--- src/rtl/pr_skid_stage_pkg.sv ---
// Shared pipeline definitions: skid-stage occupancy encoding and the RV32 NOP bubble.
package pr_skid_stage_pkg;

    typedef enum logic [1:0] {
        ST_EMPTY = 2'd0,
        ST_ONE   = 2'd1,
        ST_TWO   = 2'd2
    } skid_state_t;

    localparam logic [31:0] RV32_NOP = 32'h00000013;

endpackage

--- src/rtl/pr_skid_stage_sat_counter.sv ---
// Saturating up-counter: one per cycle with i_inc high, sticks at all-ones.
// Latency: count visible the cycle after the increment; no backpressure.
module sat_counter #(
    parameter int CNT_WIDTH = 16
) (
    input  logic                 i_clk,
    input  logic                 i_rst_n,
    input  logic                 i_inc,
    output logic [CNT_WIDTH-1:0] o_cnt
);

    logic [CNT_WIDTH-1:0] r_cnt;

    always_ff @(posedge i_clk) begin
        if (!i_rst_n) begin
            r_cnt <= '0;
        end else if (i_inc && (r_cnt != {CNT_WIDTH{1'b1}})) begin
            r_cnt <= r_cnt + 1'b1;
        end
    end

    assign o_cnt = r_cnt;

endmodule

--- src/rtl/pr_skid_stage.sv ---
// Pipeline-register skid stage: main + skid entries, registered ready, flush to bubble.
// Latency 1 cycle when empty; i_in_ready drops only when both entries are full.
module pr_skid_stage
    import pr_skid_stage_pkg::*;
#(
    parameter int                    DATA_WIDTH  = 64,
    parameter logic [DATA_WIDTH-1:0] BUBBLE_DATA = DATA_WIDTH'({32'h0, RV32_NOP}),
    parameter int                    CNT_WIDTH   = 16
) (
    input  logic                  i_clk,
    input  logic                  i_reset_n,
    input  logic                  i_in_valid,
    output logic                  o_in_ready,
    input  logic [DATA_WIDTH-1:0] i_in_data,
    output logic                  o_out_valid,
    input  logic                  i_out_ready,
    output logic [DATA_WIDTH-1:0] o_out_data,
    input  logic                  i_flush,
    output logic [CNT_WIDTH-1:0]  o_stall_cnt
);

    skid_state_t           r_state;
    skid_state_t           w_state_nxt;
    logic                  r_in_ready;
    logic                  r_out_valid;
    logic [DATA_WIDTH-1:0] r_main;
    logic [DATA_WIDTH-1:0] r_skid;
    logic                  w_in_xfer;
    logic                  w_out_xfer;
    logic                  w_stall;

    assign w_in_xfer  = i_in_valid & r_in_ready;
    assign w_out_xfer = r_out_valid & i_out_ready;
    assign w_stall    = r_out_valid & ~i_out_ready;

    // Ready/valid flags are registered from the next state so neither port sees a comb path.
    always_ff @(posedge i_clk) begin
        if (!i_reset_n) begin
            r_state     <= ST_EMPTY;
            r_in_ready  <= 1'b1;
            r_out_valid <= 1'b0;
        end else begin
            r_state     <= w_state_nxt;
            r_in_ready  <= (w_state_nxt != ST_TWO);
            r_out_valid <= (w_state_nxt != ST_EMPTY);
        end
    end

    always_comb begin
        w_state_nxt = r_state;
        if (i_flush) begin
            w_state_nxt = ST_EMPTY;
        end else begin
            case (r_state)
                ST_EMPTY: if (w_in_xfer) w_state_nxt = ST_ONE;
                ST_ONE: begin
                    if (w_in_xfer && !w_out_xfer)      w_state_nxt = ST_TWO;
                    else if (!w_in_xfer && w_out_xfer) w_state_nxt = ST_EMPTY;
                end
                ST_TWO:   if (w_out_xfer) w_state_nxt = ST_ONE;
                default:  w_state_nxt = ST_EMPTY;
            endcase
        end
    end

    always_ff @(posedge i_clk) begin
        if (!i_reset_n || i_flush) begin
            r_main <= BUBBLE_DATA;
            r_skid <= BUBBLE_DATA;
        end else begin
            case (r_state)
                ST_EMPTY: if (w_in_xfer) r_main <= i_in_data;
                ST_ONE: begin
                    if (w_in_xfer && w_out_xfer)  r_main <= i_in_data;
                    else if (w_in_xfer)           r_skid <= i_in_data;
                    else if (w_out_xfer)          r_main <= BUBBLE_DATA;
                end
                ST_TWO: begin
                    if (w_out_xfer) begin
                        r_main <= r_skid;
                        r_skid <= BUBBLE_DATA;
                    end
                end
                default: begin
                    r_main <= BUBBLE_DATA;
                    r_skid <= BUBBLE_DATA;
                end
            endcase
        end
    end

    always_comb begin
        o_in_ready  = r_in_ready;
        o_out_valid = r_out_valid;
        o_out_data  = r_main;
    end

    sat_counter #(
        .CNT_WIDTH (CNT_WIDTH)
    ) u_stall_cnt (
        .i_clk   (i_clk),
        .i_rst_n (i_reset_n),
        .i_inc   (w_stall),
        .o_cnt   (o_stall_cnt)
    );

endmodule

--- config.mk ---
export PLATFORM = sky130hd
export DESIGN_NAME = pr_skid_stage
export DESIGN_NICKNAME = d
export VERILOG_FILES = /design/src/rtl/pr_skid_stage_pkg.sv /design/src/rtl/pr_skid_stage_sat_counter.sv /design/src/rtl/pr_skid_stage.sv
export SDC_FILE = /design/constraint.sdc
export NUM_CORES = 1
export LEC_CHECK = 0
export CAP_MARGIN = 5
export CORE_MARGIN = 4
export CORE_UTILIZATION = 54
export DETAILED_ROUTE_END_ITERATION = 10
export PLACE_DENSITY_LB_ADDON = 0.05
export SLEW_MARGIN = 20
export SYNTH_ARGS = -nofsm -noshare
export SYNTH_HDL_FRONTEND = slang
export SYNTH_SLANG_ARGS = --single-unit
--- constraint.sdc ---
create_clock -name i_clk -period 4.3 [get_ports i_clk]
set_clock_uncertainty 0.1 [all_clocks]
set_input_delay 1.29 -clock i_clk [delete_from_list [all_inputs] [get_ports i_clk]]
set_output_delay 1.29 -clock i_clk [all_outputs]
set_load 0.05 [all_outputs]
Yosys cells after proc, flatten, opt, wreduce, memory -nomap -nowiden --
Cells that the tools add are included.
Storage, ports and cells: bits in registers 148, bits of input ports 69, output and inout bits 82, word-level logic and storage cells 48
Cells by class: add/sub/neg operators 1, equal/unequal tests 10, mux-type cells 14, bitwise operators 5, reductions and logical operators 12
Operators by type and width (number):
- $mux W64 | 6
- $pmux W64 S3 | 2
- $add A16 B1 Y16 const B | 1
- $ne A16 B16 Y1 const B | 1
- $mux W2 | 5
- $ne A2 B2 Y1 const B | 5
- $reduce_and A4 Y1 | 2
- $ne A3 B3 Y1 const B | 2
- $pmux W2 S3 | 1
- $logic_and A1 B1 Y1 | 4
- $and A1 B1 Y1 | 3
- $logic_not A1 Y1 | 3
- $eq A2 B1 Y1 const B | 1
- $eq A2 B2 Y1 const B | 1
- $logic_not A2 Y1 | 1
- $not A1 Y1 | 2
- $reduce_bool A2 Y1 | 1
- $logic_or A1 B1 Y1 | 1

Depth between registers and ports, before layout --
depth after elaboration 8, mapped depth 7, depth with buffers taken out 5

Cells and area by module --
A second synthesis with hierarchy kept.
Unflattened totals: cells, all modules 706, area, all modules 6468.7 um^2
By module, submodules not included:
- pr_skid_stage | times used 1, cells each 609, area each 5631.7 um^2, seq. area each 2642.5 um^2
- sat_counter | times used 1, cells each 97, area each 837.1 um^2, seq. area each 320.3 um^2

Least setup slack after synthesis --
Ideal clock, no wire load.
path type input -> register, from input i_out_ready, to register u_stall_cnt.r_cnt[14] (netlist: u_stall_cnt.o_cnt[14]), setup time 0.072 ns, arrival time 2.576 ns, slack 1.552 ns, cell stages on the path 5, buffers on the path 1, cells stage by stage nand3b_4 or3_1 buf_2 or4_1 a21oi_1
Between the ends: cells in the longest elaborated chain, start to end 3
Ends and longest elaborated chain:
- start, declared | RTL line pr_skid_stage.sv:16 | input logic i_out_ready,
- $not A1 Y1 | RTL line pr_skid_stage.sv:34 | assign w_stall = r_out_valid & ~i_out_ready;
- $and A1 B1 Y1 | RTL line pr_skid_stage.sv:34
- $logic_and A1 B1 Y1 | RTL line pr_skid_stage_sat_counter.sv:17 | end else if (i_inc && (r_cnt != {CNT_WIDTH{1'b1}})) begin
- end signal, assigned | RTL line pr_skid_stage_sat_counter.sv:18 | r_cnt <= r_cnt + 1'b1;
- end, declared | RTL line pr_skid_stage_sat_counter.sv:12 | logic [CNT_WIDTH-1:0] r_cnt;
Every way passes these cells. A chain may end at the register's enable or synchronous reset.

Worst setup path in the final report --
from input i_out_ready, to register r_main[40] (netlist: o_out_data[40])
Between the ends: cells in the longest elaborated chain, start to end 4, elaborated cells between the ends (all ways) 8, classes of those cells eq/ne (3); mux (2); bitwise (1); reduce/logical (2)
Ends and longest elaborated chain:
- $and A1 B1 Y1 (*) | RTL line pr_skid_stage.sv:33 | assign w_out_xfer = r_out_valid & i_out_ready;
- $logic_and A1 B1 Y1 | RTL line pr_skid_stage.sv:74 | if (w_in_xfer && w_out_xfer) r_main <= i_in_data;
- $ne A3 B3 Y1 (no source line) / $mux W64 (equally long branches)
- $reduce_and A4 Y1 (no source line) / $pmux W64 S3 (equally long branches)
- end signal, assigned | RTL line pr_skid_stage.sv:72 | ST_EMPTY: if (w_in_xfer) r_main <= i_in_data;
- end signal, assigned | RTL line pr_skid_stage.sv:74
- end signal, assigned | RTL line pr_skid_stage.sv:80 | r_main <= r_skid;
- end, declared | RTL line pr_skid_stage.sv:26 | logic [DATA_WIDTH-1:0] r_main;
Mark *: on every way between the ends. The rest lies on a longest branch, timed or not.

==> parameters.txt <==
Parameter                              Value

Routing
  Number of design-rule violations left by the first detailed-router iteration ... 885
  Routed Wire Length ... 19,800 um
  Number of remaining DRC errors ... 0
  Via count ... 6,561
  Number of nets still failing antenna checks after routing ... 0
  Final routed wire length divided by cell count ... 20.0 um
  Routed via count divided by cell count ... 6.63
  Iteration count of the initial detailed-routing pass ... 8

Logic synthesis
  Sequential element share of the synthesized area ... 0.452
  Number of distinct standard cells referenced by the synthesized netlist ... 48
  Count leader, synth ... sky130_fd_sc_hd__dfxtp_1
  Cell area after synthesis ... 6560 um^2
  Area share of the largest cell type after synthesis ... 0.452
  Most frequent cells after synthesis ... sky130_fd_sc_hd__dfxtp_1 (148), sky130_fd_sc_hd__a21oi_1 (77), sky130_fd_sc_hd__nor2_1 (73)
  Flip-flop and latch count after synthesis ... 148
  Synth area leader ... sky130_fd_sc_hd__dfxtp_1
  Number of flops mapped to enable cells by yosys ... 0
  Cell count after synthesis ... 730
  Post-synth net total ... 800
  Synth warn ... 0
  Fraction of synthesis flops using an asynchronous set or reset pin ... 0
  Main flop type after synthesis ... sky130_fd_sc_hd__dfxtp_1
  Cell types with the largest area share after synthesis ... sky130_fd_sc_hd__dfxtp_1 (45%), sky130_fd_sc_hd__a221o_1 (9.2%), sky130_fd_sc_hd__nand4b_1 (8.3%)
  Average footprint of a synthesized cell ... 8.98 um^2

Floorplanning
  Vert. Die Dim ... 118 um
  # rows ... 39
  Die Area ... 14,000 um^2
  Horizontal die dimension ... 118 um
  Initial Utilization ... 0.562
  Boundary pin count ... 151
  Area of the core ... 11,700 um^2

CTS
  Clk root buf ... sky130_fd_sc_hd__clkbuf_16
  Clock latency on the worst-skew pair ... 0.43 ns
  Number of instances resized during post-cts repair ... 0
  Setup bufs post-CTS ... 0
  CTS buffer count ... 17
  CTS clk-pin slew, worst paths ... 0.06 ns
  CTS H-Tree Depth ... 4
  Maximum buffer depth of the clock tree ... 2
  Number of sinks driven by the clock tree ... 148
  Clock tree from TritonCTS ... done
  Hold buffer count at cts ... 0

Worst setup path
  Critical-path cell with the highest stage delay ... sky130_fd_sc_hd__clkdlybuf4s50_1
  Source of the worst register-to-register timing path ... r_state[0]$_SDFF_PN0_
  Required time at the worst-slack endpoint ... 4.57 ns
  Cells along the critical path ... clkdlybuf4s50_1 -> and3_2 -> o32ai_1 -> nor2b_4 -> buf_12 -> a221o_1
  Largest fanout on the critical path ... 47
  CP arrival ... 3.50 ns
  Critical Path Source Type ... input port
  Worst reg2reg endpoint ... o_out_data[19]$_SDFFE_PP0P_
  Type of the setup path with the least slack ... input port to flop
  Type of destination of the critical path ... flop
  Worst r2r path cells ... 5
  R2r setup slk ... 1.85 ns
  Largest stage delay on the critical path ... 0.51 ns

Power
  Leak Pwr ... 0.00293 uW
  Internal Dissipation ... 2380 uW
  Part of the total power dissipated in combinational logic ... 0.132
  Maximum ir drop on the vdd rail ... 0.278 mV
  Switching power as a share of total power ... 0.261
  Sequential power share ... 0.444
  Net switching power ... 840 uW
  Total power density per cell area ... 371 nW/um^2
  Power share of the clock group ... 0.423

Layout
  Post-route insts no fill ... 990
  Number of filler instances in the final layout ... 886
  Final net count ... 904
  Fraction of layout cells with a size suffix above 1 ... 0.0673
  Layout-stage area growth over the synthesis result ... 32.2%
  Post-layout util ... 0.743
  N_diodes ... 0

Timing
  Final Hold Violating Endpoints ... 0
  Setup repair after global routing missed its margin ... false
  Final setup violation count ... 0
  Tightest Pin Transition ... 0.757 ns
  Final period utilization ... 0.751
  Accumulated negative setup slack ... 0 ns
  Worst max-slew margin expressed relative to the limit ... 0.495
  Minimum period implied by the final worst setup slack ... 3.23 ns
  Fin. max-slew vios ... 0
  Fmax achieved ... 310 MHz

Place
  Final weighted congestion in routability-driven placement ... 0.876
  Count of buffers from port buffering ... 150
  Number of placed instances with taps included ... 958
  Final HPWL DP ... 11,800 um

Status
  Status ... complete, no violations

Global routing
  Global-route usage over all layers ... 0.273
  Initial antenna violation count ... 1
  Via count of the first global-routing pass ... 6,251
  Pin count of the biggest net entering global routing ... 72
  First-pass GRT wire length ... 31,900 um
  Total overflow reported by the global router ... 0

Min path
  Hold depth ... 2
  Kind of path behind the tightest hold check ... flop to flop
  Worst hold start ... r_skid[50]$_SDFFE_PP0P_
  Worst min-delay path endpoint ... r_skid[50]$_SDFFE_PP0P_

Run
  Max-capacitance violation count ... 0
==> sequential cells by signal, indices dropped and copies added (netlist names) <==
register / count
u_stall_cnt.o_cnt: 16
o_out_data: 64
o_in_ready: 1
o_out_valid: 1
r_skid: 64
r_state: 2
==> cells by family after synthesis <==
logic type               count (synthesis)  share of synthesized area
AO/OA/AOI/OAI                          301                      0.313
flip-flops                             148                      0.452
buffers and inverters                   88                     0.0527
adder cells (fa/ha/maj)                  1                    0.00191
AND/OR/NAND/NOR                        189                      0.176
multiplexers                             3                    0.00477
==> through the flow <==
step	total power, uW	instance area (um^2)	worst slack [ns]	hold WS [ns]
6_report	3220	8670	1.07	0.369
5_1_grt	3320	8670	1.00	0.388
4_1_cts	3220	8670	1.10	0.371
3_5_place_dp	1880	8130	0.688	0.365
3_3_place_gp	1870	8130	0.739	0.355
2_1_floorplan	1690	6560	1.55	0.345
==> cells in the final DEF, fill, tap and decap left out, types with 3 or more instances in the layout <==
master,Yosys,routed
sky130_fd_sc_hd__clkdlybuf4s50_1,0,150
sky130_fd_sc_hd__dfxtp_1,148,146
sky130_fd_sc_hd__a21oi_1,77,77
sky130_fd_sc_hd__nor2_1,73,71
sky130_fd_sc_hd__nand4b_1,62,62
sky130_fd_sc_hd__a22oi_1,60,60
sky130_fd_sc_hd__a221o_1,60,60
sky130_fd_sc_hd__o21ai_0,42,42
sky130_fd_sc_hd__o21ai_1,32,32
sky130_fd_sc_hd__clkbuf_16,0,17
sky130_fd_sc_hd__buf_4,0,14
sky130_fd_sc_hd__nand2_1,11,11
sky130_fd_sc_hd__or3_1,8,8
sky130_fd_sc_hd__nand4_1,6,6
sky130_fd_sc_hd__clkbuf_1,68,6
sky130_fd_sc_hd__inv_1,5,5
sky130_fd_sc_hd__or4_1,5,5
sky130_fd_sc_hd__o31ai_1,5,5
sky130_fd_sc_hd__clkbuf_8,0,5
sky130_fd_sc_hd__nand2b_1,6,4
sky130_fd_sc_hd__nand3_1,4,4
sky130_fd_sc_hd__clkinv_2,0,4
sky130_fd_sc_hd__a21o_1,3,3
sky130_fd_sc_hd__o311ai_1,3,3
sky130_fd_sc_hd__o41ai_1,3,3
sky130_fd_sc_hd__buf_12,0,3
==> how the worst max path moves through the flow <==
| stage | start | end | slack (ns) | depth (start not counted) |
|---|---|---|---|---|
| after floorplan | i_out_ready | u_stall_cnt.o_cnt[14]$_SDFFE_PN0P_ | 1.55 | 5 |
| after global placement | i_out_ready | o_out_data[39]$_SDFFE_PP0P_ | 0.74 | 6 |
| final | i_out_ready | o_out_data[40]$_SDFFE_PP0P_ | 1.07 | 6 |
| after global routing | i_out_ready | o_out_data[44]$_SDFFE_PP0P_ | 1.00 | 6 |
| after CTS | o_out_valid$_SDFF_PN0_ | o_out_valid | 1.10 | 1 |
| after detailed placement | i_out_ready | o_out_data[19]$_SDFFE_PP0P_ | 0.69 | 6 |
==> area by class of cell <==
type	instances	area, um^2	share of cell area
clock buffer	28	517	0.0596
clock inverter	4	20.0	0.00231
sequential	148	2970	0.342
inverter	6	22.5	0.00260
timing repair buffer	167	1670	0.192
multi-input combinational	494	3300	0.380
tap	143	179	0.0206
==> per-layer routing <==
layer / GRT usage / wire length, um / vias to the layer above / part of all wire
li1: - / - / 3030 / -
met1: 0.368 / 8510 / 3206 / 0.43
met2: 0.431 / 9630 / 300 / 0.49
met3: 0.0774 / 1480 / 23 / 0.075
met4: 0.0747 / 204 / 2 / 0.010
met5: 0 / 13 / - / 0.00066
==> power by group through the flow <==
stage	registers (uW)	logic [uW]	clock network (uW)
2_1_floorplan	1530	156	0
3_3_place_gp	1460	413	0
3_5_place_dp	1460	420	0
4_1_cts	1430	422	1380
5_1_grt	1430	449	1440
6_report	1430	425	1360
==> critical path, delay by kind of cell <==
family,cells,cell delay (ns)
simple gates,2,0.76
compound gates,2,0.62
buf+inv,2,0.81
Power figures use the tool's default switching activity.
